## src/rtl/alu_pkg.sv

```systemverilog
// rtl/alu_pkg.sv - shared ALU shift codes, scheduler state encoding, bit-reverse helper
//
// Purpose: constants shared between the ALU decode and the shift scheduler.
//   WIDTH          operand/result width of the shared Shifter
//   SLL/SRL/SRA    Signal codes for the three supported shifts
//   state_t        scheduler FSM encoding
//   bitrev()       reverses a WIDTH-bit word; lets a right shifter shift left
package alu_pkg;

  localparam int WIDTH = 32;

  localparam logic [5:0] SLL = 6'b000000;
  localparam logic [5:0] SRL = 6'b000010;
  localparam logic [5:0] SRA = 6'b000011;

  typedef enum logic [1:0] {
    IDLE = 2'd0,
    EXEC = 2'd1,
    DONE = 2'd2
  } state_t;

  function automatic logic [WIDTH-1:0] bitrev(input logic [WIDTH-1:0] x);
    logic [WIDTH-1:0] r;
    for (int i = 0; i < WIDTH; i++) begin
      r[i] = x[WIDTH-1-i];
    end
    return r;
  endfunction

endpackage

```

## src/rtl/shift_sched_shifter.sv

```systemverilog
// rtl/shift_sched_shifter.sv - shared 32-bit right-logical barrel shifter
//
// Purpose: combinational logical right shift; the ALU's single shared shifter.
// Ports:
//   reset    in   1   active-high clear of the output (callers normally tie 0)
//   dataA    in   32  value to shift
//   dataB    in   5   shift amount
//   dataOut  out  32  dataA >> dataB, zero filled
module Shifter
  import alu_pkg::*;
(
  input  logic             reset,
  input  logic [WIDTH-1:0] dataA,
  input  logic [4:0]       dataB,
  output logic [WIDTH-1:0] dataOut
);

  always_comb begin
    dataOut = '0;
    if (!reset) begin
      dataOut = dataA >> dataB;
    end
  end

endmodule

```

## src/rtl/shift_sched.sv

```systemverilog
// rtl/shift_sched.sv - two-client round-robin scheduler for the shared Shifter
//
// Purpose: arbitrates two requesters, latches the granted operands, maps
// SLL/SRL/SRA onto the right-logical Shifter and returns a registered result.
// Ports:
//   clk, reset                 clock; synchronous active-low reset
//   reqN_valid/ready           request handshake for client N (0,1)
//   reqN_dataA/dataB/Signal    operand, shift amount ([4:0] used), op code
//   out_valid/ready            result handshake
//   out_dataOut/id/err         result, issuing client, unsupported-code flag
//   busy                       scheduler is not idle
module shift_sched
  import alu_pkg::*;
(
  input  logic             clk,
  input  logic             reset,
  input  logic             req0_valid,
  output logic             req0_ready,
  input  logic [WIDTH-1:0] req0_dataA,
  input  logic [WIDTH-1:0] req0_dataB,
  input  logic [5:0]       req0_Signal,
  input  logic             req1_valid,
  output logic             req1_ready,
  input  logic [WIDTH-1:0] req1_dataA,
  input  logic [WIDTH-1:0] req1_dataB,
  input  logic [5:0]       req1_Signal,
  output logic             out_valid,
  input  logic             out_ready,
  output logic [WIDTH-1:0] out_dataOut,
  output logic             out_id,
  output logic             out_err,
  output logic             busy
);

  state_t           state, state_nx;
  logic             last_id;
  logic [WIDTH-1:0] a_q;
  logic [4:0]       sh_q;
  logic [5:0]       sig_q;
  logic             id_q;

  logic             gnt0, gnt1, accept;
  logic [WIDTH-1:0] sh_in, sh_out, fill, res;
  logic             err;

  // Only the low five bits of the shift amount matter.
  logic unused_dataB_hi;
  assign unused_dataB_hi = ^{req0_dataB[WIDTH-1:5], req1_dataB[WIDTH-1:5]};

  // Round robin: on contention the client that did not win last time goes.
  always_comb begin
    gnt1 = req1_valid && (!req0_valid || !last_id);
    gnt0 = req0_valid && !gnt1;
  end

  // Readies are gated by reset so nothing is accepted while reset is held.
  assign accept     = reset && (state == IDLE) && (req0_valid || req1_valid);
  assign req0_ready = accept && gnt0;
  assign req1_ready = accept && gnt1;
  assign busy       = (state != IDLE);

  always_comb begin
    state_nx = state;
    case (state)
      IDLE:    if (req0_valid || req1_valid) state_nx = EXEC;
      EXEC:    state_nx = DONE;
      DONE:    if (out_valid && out_ready) state_nx = IDLE;
      default: state_nx = IDLE;
    endcase
  end

  // Left shifts ride the right shifter by reversing bits on both sides.
  assign sh_in = (sig_q == SLL) ? bitrev(a_q) : a_q;

  Shifter u_shifter (
    .reset   (1'b0),
    .dataA   (sh_in),
    .dataB   (sh_q),
    .dataOut (sh_out)
  );

  // Top sh_q bits set: the positions vacated by an arithmetic right shift.
  assign fill = ~({WIDTH{1'b1}} >> sh_q);

  always_comb begin
    res = '0;
    err = 1'b0;
    case (sig_q)
      SRL:     res = sh_out;
      SLL:     res = bitrev(sh_out);
      SRA:     res = a_q[WIDTH-1] ? (sh_out | fill) : sh_out;
      default: err = 1'b1;
    endcase
  end

  always_ff @(posedge clk) begin
    if (!reset) begin
      state       <= IDLE;
      last_id     <= 1'b1;
      a_q         <= '0;
      sh_q        <= '0;
      sig_q       <= '0;
      id_q        <= 1'b0;
      out_valid   <= 1'b0;
      out_dataOut <= '0;
      out_id      <= 1'b0;
      out_err     <= 1'b0;
    end else begin
      state <= state_nx;
      if (req0_ready || req1_ready) begin
        last_id <= gnt1;
        id_q    <= gnt1;
        a_q     <= gnt1 ? req1_dataA       : req0_dataA;
        sh_q    <= gnt1 ? req1_dataB[4:0]  : req0_dataB[4:0];
        sig_q   <= gnt1 ? req1_Signal      : req0_Signal;
      end
      if (state == EXEC) begin
        out_valid   <= 1'b1;
        out_dataOut <= res;
        out_id      <= id_q;
        out_err     <= err;
      end else if (state == DONE && out_ready) begin
        out_valid <= 1'b0;
      end
    end
  end

endmodule
```

## config.mk

```make
export PLATFORM = sky130hd
export DESIGN_NAME = shift_sched
export DESIGN_NICKNAME = d
export VERILOG_FILES = /design/src/rtl/alu_pkg.sv /design/src/rtl/shift_sched_shifter.sv /design/src/rtl/shift_sched.sv
export SDC_FILE = /design/constraint.sdc
export NUM_CORES = 1
export LEC_CHECK = 0
export CAP_MARGIN = 20
export CELL_PAD_IN_SITES_DETAIL_PLACEMENT = 1
export CELL_PAD_IN_SITES_GLOBAL_PLACEMENT = 1
export CORE_MARGIN = 3
export CORE_UTILIZATION = 35
export DETAILED_ROUTE_END_ITERATION = 12
export GPL_TIMING_DRIVEN = 0
export HOLD_SLACK_MARGIN = 0.05
export PLACE_DENSITY = 0.9
export SLEW_MARGIN = 10
export SYNTH_ARGS = -nofsm -noshare
export SYNTH_HDL_FRONTEND = slang
export SYNTH_SLANG_ARGS = --single-unit
```

## constraint.sdc

```tcl
create_clock -name clk -period 3.5 [get_ports clk]
set_input_delay 0.7 -clock clk [delete_from_list [all_inputs] [get_ports clk]]
set_output_delay 0.7 -clock clk [all_outputs]
set_load 0.02 [all_outputs]
```

==> metrics.yaml, run 1 <==
drt:
  routed-via-count: 7460
  drt-total-wl_um: 28410
  dr.pass1.iters: 5
  viasPerCell: 6.382
  drtIter0Drc: 696
  detail-route-antenna-nets: 0
  wl_per_cell_um: 24.30
  drc: 0
critical_path:
  cp.required_ns: 3.78
  worstSetupPathType: "flip-flop to flip-flop"
  cp_max_fo: 10
  end_kind: "flip-flop"
  reg2reg_depth: 10
  timing.rr.start: "sh_q[0]"
  start_kind: "flip-flop"
  r2r_setup_slack_ns: 0.14
  arrival_ns: 3.65
  worstReg2RegEnd: "out_dataOut[1]"
global_route:
  globalRouteOverflowTotal: 0
  grt_pass1_wl_um: 43730
  antenna_found_initial: 1
  grt_util_all_layers: 0.2809
  grt_max_degree: 19
  grt_pass1_vias: 7610
pwr:
  irDropWorstVdd_v: 0.0002226
  power.total_uw: 4001
  power.density_nw_per_um2: 483.0
  p_leak_uw: 0.003071
cells_and_area:
  stdcell_count: 1169
  regArea_um2: 1642
  area_growth_syn_to_layout_pct: 30.05
  multi_input_comb_area_um2: 4380
  layout.nets: 1084
  nFillCells: 2100
  drive_above_1_share: 0.1017
  fin_area_um2: 8284
  final_common_cell: "clkdlybuf4s50_1"
  final_cell_mix: "127 x clkdlybuf4s50_1, 82 x dfxtp_1, 78 x o21ai_0, 75 x nand2_1, 57 x nand3_1"
  final_core_util: 0.4724
  diodes: 0
synthesis:
  synth_flop_cell: "dfxtp_1"
  ys_ff_latch: 82
  netlist-cell-type-count: 72
  syn_area_per_cell_um2: 7.933
  synth_warnings: 0
  synth_nets: 948
  synth_edf_count: 0
  synth_sequential_area_ratio: 0.2577
  async_flop_share: 0
  syn_inst: 803
  synth_area_um2: 6370
clocking:
  cts_root_buf: "clkbuf_16"
  clk_latency_ns: 0.36
  clkSlewWorstSetupHoldPaths_ns: 0.08
  hold_buffers: 0
  cts_buffers: 9
  cts_tree: "yes"
  cts.sinks: 82
  cts_htree_levels: 3
  cts_buffer_depth: 2
sta:
  period_minus_slack_ns: 3.363
  setup_viol: 0
  fin_worst_skew_ns: 0.01360
  fin_setup_tns_ns: 0
  rsz0062_at_grt: "no"
  slew_viol_final: 0
  tightest_slew_ns: 1.112
  slew-limit-headroom: 0.2529
  timing.fmax_mhz: 297.4
  finalHoldViolCount: 0
  fin_crit_sh: 0.9607
floorplanning:
  ioPinCount: 183
  core_area_um2: 17540
  rows: 48
  die_h_um: 140.9
  die_x_um: 140.9
  start_util: 0.3632
  die_area_um2: 19850
status:
  status: "finished clean"
placed_design:
  dp_cells: 1155
  post_dp_cell_area_um2: 7923
  routabilityCongestion: 0.9892
  port_buffers: 127
  dpl.hpwl_um: 22590
worst_hold_path:
  hold_path_class: "flip-flop to flip-flop"
  min_delay_worst_endpoint: "out_id"
  hold_path_depth: 2
  hold_start: "out_id"
run:
  maxCapViolations: 0
==> state kept, by name (all words and copies together) (netlist names) <==
| name | count |
|---|---|
| out_valid | 1 |
| id_q | 1 |
| out_id | 1 |
| out_err | 1 |
| out_dataOut | 32 |
| state | 2 |
| a_q | 32 |
| last_id | 1 |
| sh_q | 5 |
| sig_q | 6 |
==> worst max-delay path by stage <==
| stage | startpoint | to | slack [ns] |
|---|---|---|---|
| floorplan | reset | req1_ready | 0.49 |
| global placement | reset | req1_ready | -0.67 |
| detailed placement | reset | req1_ready | -0.70 |
| CTS | req0_valid | req0_ready | 0.001 |
| global route | sh_q[0] | out_dataOut[15] | 0.003 |
| finish | sh_q[0] | out_dataOut[1] | 0.14 |
==> power breakdown <==
part           leakage (uW)  switching (uW)  internal [uW]  total, uW
combinational       0.00224            1150            697       1850
clock              0.000154             464            576       1040
sequential         0.000672            94.1           1020       1120
total               0.00307            1710           2290       4000
==> Yosys cell counts, types with 13 or more instances <==
cell type | n | share of area
a211oi_1 | 15 | 0.018
a21oi_1 | 38 | 0.030
a22oi_1 | 18 | 0.021
clkbuf_1 | 53 | 0.031
dfxtp_1 | 82 | 0.26
inv_1 | 20 | 0.012
mux2i_1 | 49 | 0.077
mux4_2 | 28 | 0.099
nand2_1 | 76 | 0.045
nand2b_1 | 20 | 0.020
nand3_1 | 57 | 0.045
nor2_1 | 52 | 0.031
nor3_1 | 19 | 0.015
o21ai_0 | 78 | 0.061
or2_2 | 13 | 0.013
==> per-layer routing <==
metal | vias up | track usage | wire length [um]
li1 | 3327 | - | -
met1 | 3642 | 0.3548 | 11630
met5 | - | 0 | 13
met4 | 2 | 0.1280 | 1136
met2 | 415 | 0.4647 | 13340
met3 | 74 | 0.05393 | 2291
==> kinds of logic after synthesis <==
logic type / Yosys count / share of synthesized area
compound gates: 266 / 0.2834
mux: 80 / 0.1819
simple gates: 279 / 0.2161
flops: 82 / 0.2577
buf+inv: 96 / 0.06089
==> worst max-delay path, cell delays in order (launching register included) <==
cell       delay (ns)
dfxtp_1          0.32
clkbuf_1         0.34
clkbuf_1         0.34
buf_2            0.33
nand2_1          0.12
a211oi_1         0.41
nor2_1           0.12
mux4_2           0.51
a2bb2oi_1        0.35
o211ai_1         0.19
a211oi_1         0.26
==> layout make-up <==
| cell class | instances | area share |
|---|---|---|
| well taps | 225 | 0.03398 |
| inverters | 24 | 0.01103 |
| plain buffers | 70 | 0.03580 |
| clock buffers | 9 | 0.02719 |
| clock inverters | 7 | 0.01163 |
| flip-flops and latches | 82 | 0.1982 |
| repair buffers | 127 | 0.1535 |
| multi-input cells | 625 | 0.5288 |
==> stage by stage <==
step / hold slack, ns / worst slack (ns)
global placement: 0.4484 / -0.6743
CTS: 0.4753 / 0.001163
detailed placement: 0.4577 / -0.7022
global route: 0.5122 / 0.002815
floorplan: 0.4323 / 0.4937
finish: 0.4785 / 0.1374
==> what timing repair did <==
item,CTS,global route
setup buffers,0,0
gates resized for setup,7,8
setup endpoints to repair,6,14
(Power assumes the default switching activity.)
==> run 2: changes to the inputs <==
--- a/config.mk
+++ b/config.mk
@@ -9,11 +9,12 @@
 export CELL_PAD_IN_SITES_DETAIL_PLACEMENT = 1
 export CELL_PAD_IN_SITES_GLOBAL_PLACEMENT = 1
 export CORE_MARGIN = 3
-export CORE_UTILIZATION = 35
+export CORE_UTILIZATION = 36
+export CTS_BUF_LIST = sky130_fd_sc_hd__clkbuf_8
 export DETAILED_ROUTE_END_ITERATION = 12
 export GPL_TIMING_DRIVEN = 0
 export HOLD_SLACK_MARGIN = 0.05
-export PLACE_DENSITY = 0.9
+export PLACE_DENSITY = 0.92
 export SLEW_MARGIN = 10
 export SYNTH_ARGS = -nofsm -noshare
 export SYNTH_HDL_FRONTEND = slang
==> run 2 against run 1 <==
  * Global-route usage is 1.7 points higher
  * Clock skew is 0.0044 ns higher
  * Hold slack worse by 0.0044 ns
  * Sequential share of layout area is 0.24 points higher
  * Final cell count hardly changed
==> metrics.yaml, run 2 (synthesized netlist as in run 1, its figures left out) <==
placed_design:
  dpl.hpwl_um: 23290  # +3.1%
  routabilityCongestion: 0.9899  # about the same
  post_dp_cell_area_um2: 7928  # about the same
  port_buffers: 127  # unchanged
critical_path:
  crit_buf_inv: 3  # unchanged
  cp_cell_sequence: "clkbuf_2, clkinv_2, or3_4, nor2_1, clkdlybuf4s50_1"
  worstSetupPathType: "input port to output port"
  max_stage_delay_ns: 0.67  # +0.16 ns
  start_kind: "input port"
  cp_max_fo: 18  # +8
  cp.required_ns: 2.80  # -0.98 ns
  arrival_ns: 2.72  # -0.93 ns
  cp_top_family: "buffers and inverters"
  r2r_setup_slack_ns: 0.11  # -0.03 ns
  cp_slowest_cell: "clkdlybuf4s50_1"
  end_kind: "output port"
drt:
  drt-total-wl_um: 29640  # +4.3%
  drc: 0  # unchanged
  wl_per_cell_um: 25.34  # +4.2%
  detail-route-antenna-nets: 0  # unchanged
  drtIter0Drc: 711  # +2.2%
  routed-via-count: 7494  # +0.46%
  viasPerCell: 6.405  # +0.37%
  dr.pass1.iters: 6  # +1
clocking:
  hold_buffers: 0  # unchanged
  clkSlewWorstSetupHoldPaths_ns: 0.10  # +0.02 ns
  cts_root_buf: "clkbuf_8"
  clk_latency_ns: 0.40  # +0.04 ns
  cts_tree: "yes"
  cts_htree_levels: 3  # unchanged
  cts_buffers: 9  # unchanged
  cts.sinks: 82  # unchanged
  cts_buffer_depth: 2  # unchanged
floorplanning:
  die_area_um2: 19330  # -2.7%
  die_h_um: 139.0  # -1.3%
  ioPinCount: 183  # unchanged
  rows: 48  # unchanged
  core_area_um2: 17300  # -1.4%
  die_x_um: 139.0  # -1.3%
  start_util: 0.3683  # +0.005045
cells_and_area:
  final_common_cell: "clkdlybuf4s50_1"
  area_growth_syn_to_layout_pct: 28.50
  layout.nets: 1085  # +0.092%
  final_core_util: 0.4732  # +0.0008460
  fin_area_um2: 8185  # -1.2%
  final_cell_mix: "127 x clkdlybuf4s50_1, 82 x dfxtp_1, 78 x o21ai_0, 75 x nand2_1, 57 x nand3_1"
  drive_above_1_share: 0.1026  # +0.0009506
  largestRegisters: "a_q: 32 flops, out_dataOut: 32 flops, sig_q: 6 flops"
  diodes: 0  # unchanged
status:
  status: "finished clean"
worst_hold_path:
  hold_path_class: "flip-flop to flip-flop"
sta:
  fin_crit_sh: 0.9757  # +0.01501
  fin_worst_skew_ns: 0.01799  # +0.004392 ns
  fin_setup_tns_ns: 0  # unchanged
  slew_viol_final: 0  # unchanged
  period_minus_slack_ns: 3.415  # +0.05254 ns
  fin_hold_ws_ns: 0.4741  # -0.004383 ns
  slew-limit-headroom: 0.3979  # +0.1450
  rsz0062_at_grt: "no"
  finalHoldViolCount: 0  # unchanged
  tightest_slew_ns: 0.9031  # -0.2089 ns
  setup_viol: 0  # unchanged
  timing.fmax_mhz: 292.8  # -1.5%
pwr:
  power.density_nw_per_um2: 459.2  # -4.9%
  power.total_uw: 3759  # -6.1%
  irDropWorstVdd_v: 0.0002158  # -3.1%
  p_leak_uw: 0.003035  # -1.2%
run:
  maxCapViolations: 0  # unchanged
global_route:
  grt_pass1_wl_um: 45460  # +4.0%
  grt_util_all_layers: 0.2979  # +0.01696
  antenna_found_initial: 0  # -1
  globalRouteOverflowTotal: 0  # unchanged
  grt_pass1_vias: 7707  # +1.3%
  grt_max_degree: 19  # unchanged
run 2: cell count changes in the layout (fill, tap and decap cells not counted), sizes merged:
| cell | delta |
|---|---|
| buf | +2 |
| clkbuf | +1 |
| clkinvlp | -1 |
| inv | -1 |
run 2: path summary, 6_finish.rpt:
check	cells past startpoint	endpoint	start
setup / recovery	5	req1_ready	reset
hold / removal	2	out_id	out_id
setup reg to reg	8	out_dataOut[23]	sh_q[0]
hold reg to reg	2	out_id	out_id
run 2: cell type report:
type	instances	area [um2]
tap	225	281.5
clock inverter	5	62.56
inverter	24	91.34
sequential	82	1642
fill	2103	9111
clock buffer	11	151.4
buffer	70	296.5
timing repair buffer	128	1276
multi-input combinational	625	4384
run 2: repair_timing:
item / CTS / global route
endpoints found under the setup margin: 4 / 24
resized for setup: 7 / 10
buffers inserted: 0 / 0
pin swaps: 0 / 0
run 2: per-stage QoR:
stage / setup WS (ns) / cells
3_3_place_gp: -0.7089 / 1155
4_1_cts: 0.02920 / 1170
6_report: 0.08490 / 1170
2_1_floorplan: 0.4937 / 803
3_5_place_dp: -0.8203 / 1156
5_1_grt: 0.006269 / 1170
run 2: power by group:
part           leakage (uW)  total (uW)  internal (uW)  switching (uW)
clock              0.000113         780            374             406
sequential         0.000672        1110           1020            93.8
combinational       0.00225        1860            697            1170
total               0.00304        3760           2090            1670
run 2: tightest hold or removal path: stages (launching register included):
cell and delay (ns):
dfxtp_1 0.32, nand2_1 0.06, a21oi_1 0.06
run 2: per-layer routing:
| layer | vias up | global-route usage | share of wire |
|---|---|---|---|
| met1 | 3665 | 0.3609 | 0.40 |
| met2 | 416 | 0.5047 | 0.48 |
| met4 | 0 | 0.1483 | 0.050 |
| met3 | 96 | 0.05828 | 0.072 |
| li1 | 3317 | - | - |
| met5 | - | 0 | 0 |
==> run 3: changes to the inputs <==
==> constraint.sdc (replaced) <==
create_clock -name clk -period 3.4 [get_ports clk]
set_input_delay 0.68 -clock clk [delete_from_list [all_inputs] [get_ports clk]]
set_output_delay 0.68 -clock clk [all_outputs]
set_load 0.02 [all_outputs]
==> run 3 against run 2 <==
  * Sequential share of layout area is essentially flat
  * Final cell count is the same
  * Core utilization grew 0.12 points
  * Routed wire length grew 0.21%
  * Register-to-register slack lost 0.02 ns
  * Clock-buffer cell count is the same
  * Design area grew 0.24%
  * Critical endpoint is now out_dataOut[20]
  * Highest routed layer unchanged
==> metrics.yaml, run 3 (synthesized netlist as in run 1, its figures left out) <==
status:
  status: "finished clean"
placed_design:
  dpl.hpwl_um: 23290  # unchanged
  port_buffers: 127  # unchanged
  place_ws_ns: -0.8803  # -0.06000 ns
  post_dp_cell_area_um2: 7928  # unchanged
  routabilityCongestion: 0.9899  # unchanged
drt:
  dr.pass1.iters: 6  # unchanged
  drtIter0Drc: 798  # +12%
  detail-route-antenna-nets: 0  # unchanged
  wl_per_cell_um: 25.39  # +0.21%
  drt-total-wl_um: 29710  # +0.21%
  viasPerCell: 6.421  # +0.25%
  drc: 0  # unchanged
  routed-via-count: 7513  # +0.25%
clocking:
  cts.sinks: 82  # unchanged
  clk_latency_ns: 0.40  # about the same
  cts_tree: "yes"
  cts_buffers: 9  # unchanged
  cts_setup_buffers: 0  # unchanged
  hold_buffers: 0  # unchanged
  cts_root_buf: "clkbuf_8"
  cts_buffer_depth: 2  # unchanged
  clkSlewWorstSetupHoldPaths_ns: 0.10  # about the same
  cts_htree_levels: 3  # unchanged
global_route:
  grt_max_degree: 19  # unchanged
  grt_pass1_wl_um: 45570  # +0.24%
  grt_pass1_vias: 7728  # +0.27%
  grt_util_all_layers: 0.2984  # +0.0005784
  antenna_found_initial: 0  # unchanged
  globalRouteOverflowTotal: 0  # unchanged
floorplanning:
  die_h_um: 139.0  # unchanged
  die_x_um: 139.0  # unchanged
  ioPinCount: 183  # unchanged
  rows: 48  # unchanged
  start_util: 0.3683  # unchanged
  die_area_um2: 19330  # unchanged
  core_area_um2: 17300  # unchanged
pwr:
  switching_share: 0.4453  # +0.001885
  p_sw_uw: 1732  # +3.9%
  power.density_nw_per_um2: 474.1  # +3.2%
  power.total_uw: 3890  # +3.5%
  internal-power_uw: 2158  # +3.1%
  pwr-share-clk: 0.208  # about the same
  p_leak_uw: 0.003047  # +0.41%
  seq_power_share: 0.295  # -0.002
  power_frac_comb: 0.496  # about the same
  irDropWorstVdd_v: 0.0002234  # +3.5%
sta:
  fin_worst_skew_ns: 0.01324  # -0.004745 ns
  setup_viol: 0  # unchanged
  timing.fmax_mhz: 302.0
  fin_hold_ws_ns: 0.4741  # +0.000004000 ns
  slew-limit-headroom: 0.3957  # -0.002248
  slew_viol_final: 0  # unchanged
  period_minus_slack_ns: 3.311
  finalHoldViolCount: 0  # unchanged
  fin_setup_tns_ns: 0  # unchanged
  tightest_slew_ns: 0.9065  # +0.003373 ns
  fin_crit_sh: 0.9738
  layout_setup_ws_ns: 0.08892  # +0.004019 ns
  rsz0062_at_grt: "no"
cells_and_area:
  layout.nets: 1085  # unchanged
  area_growth_syn_to_layout_pct: 28.82
  diodes: 0  # unchanged
  largestRegisters: "a_q: 32 flops, out_dataOut: 32 flops, sig_q: 6 flops"
  final_cell_mix: "127 x clkdlybuf4s50_1, 82 x dfxtp_1, 78 x o21ai_0, 75 x nand2_1, 57 x nand3_1"
  final_common_cell: "clkdlybuf4s50_1"
  fin_area_um2: 8205  # +0.24%
  drive_above_1_share: 0.1058  # +0.003175
run:
  maxCapViolations: 0  # unchanged
critical_path:
  worstSetupPathType: "flip-flop to flip-flop"
  arrival_ns: 3.58  # +0.86 ns
  cp_max_fo: 10  # -8
  r2r_setup_slack_ns: 0.09  # -0.02 ns
  end_kind: "flip-flop"
  start_kind: "flip-flop"
  cp.required_ns: 3.67  # +0.87 ns
worst_hold_path:
  hold_path_class: "flip-flop to flip-flop"
-- run 3: cell types whose count changed in the layout (fill, tap and decap cells not counted) --
cell,change
o311ai_1,-1
inv_4,+1
buf_1,-1
o311ai_2,+1
clkbuf_1,-1
nor4_2,-1
clkbuf_2,+2
nor4_4,+1
clkinv_2,-1
-- run 3: metal layers --
| layer | up-vias | track usage | share of wire |
|---|---|---|---|
| met4 | 0 | 0.1498 | 0.047 |
| met1 | 3670 | 0.3596 | 0.39 |
| met2 | 434 | 0.5073 | 0.48 |
| li1 | 3316 | - | - |
| met5 | - | 0 | 0 |
| met3 | 93 | 0.05862 | 0.083 |
-- run 3: what timing repair did --
item                       4_1_cts  5_1_grt
pin swaps                        0        0
resized for setup               12       10
setup endpoints to repair       12       20
-- run 3: final timing paths --
| path | start | end | cells past startpoint |
|---|---|---|---|
| setup / recovery | sig_q[5] | out_dataOut[20] | 8 |
| hold / removal | out_id | out_id | 2 |
| setup reg to reg | sig_q[5] | out_dataOut[20] | 8 |
| hold reg to reg | out_id | out_id | 2 |
-- run 3: final cells by class --
class                   instances  area, um2
fillers                      2102       9091
clock buffers                  11      151.4
inverters                      24      92.59
flip-flops and latches         82       1642
multi-input cells             625       4400
well taps                     225      281.5
clock inverters                 5      62.56
repair buffers                128       1276
plain buffers                  70      299.0
-- run 3: power by group through the flow --
stage / combinational, uW / sequential (uW) / clock [uW]
floorplan: 1130 / 1160 / 0
global placement: 1800 / 1150 / 0
detailed placement: 1840 / 1160 / 0
CTS: 1860 / 1150 / 814
global route: 2010 / 1160 / 857
finish: 1930 / 1150 / 811
-- run 3: worst max-delay path, stage by stage (launching register included) --
cell and delay (ns):
dfxtp_1 0.37, nor4_4 0.54, clkbuf_1 0.51, a22oi_1 0.25
or2_2 0.34, mux4_2 0.50, a22o_1 0.26, a21oi_1 0.27
o22ai_1 0.13
-- run 3: metrics by stage --
stage            util  instances
2_1_floorplan       -        803
3_3_place_gp   0.4580       1155
3_5_place_dp   0.4583       1156
4_1_cts        0.4724       1170
5_1_grt        0.4744       1170
6_report       0.4744       1170
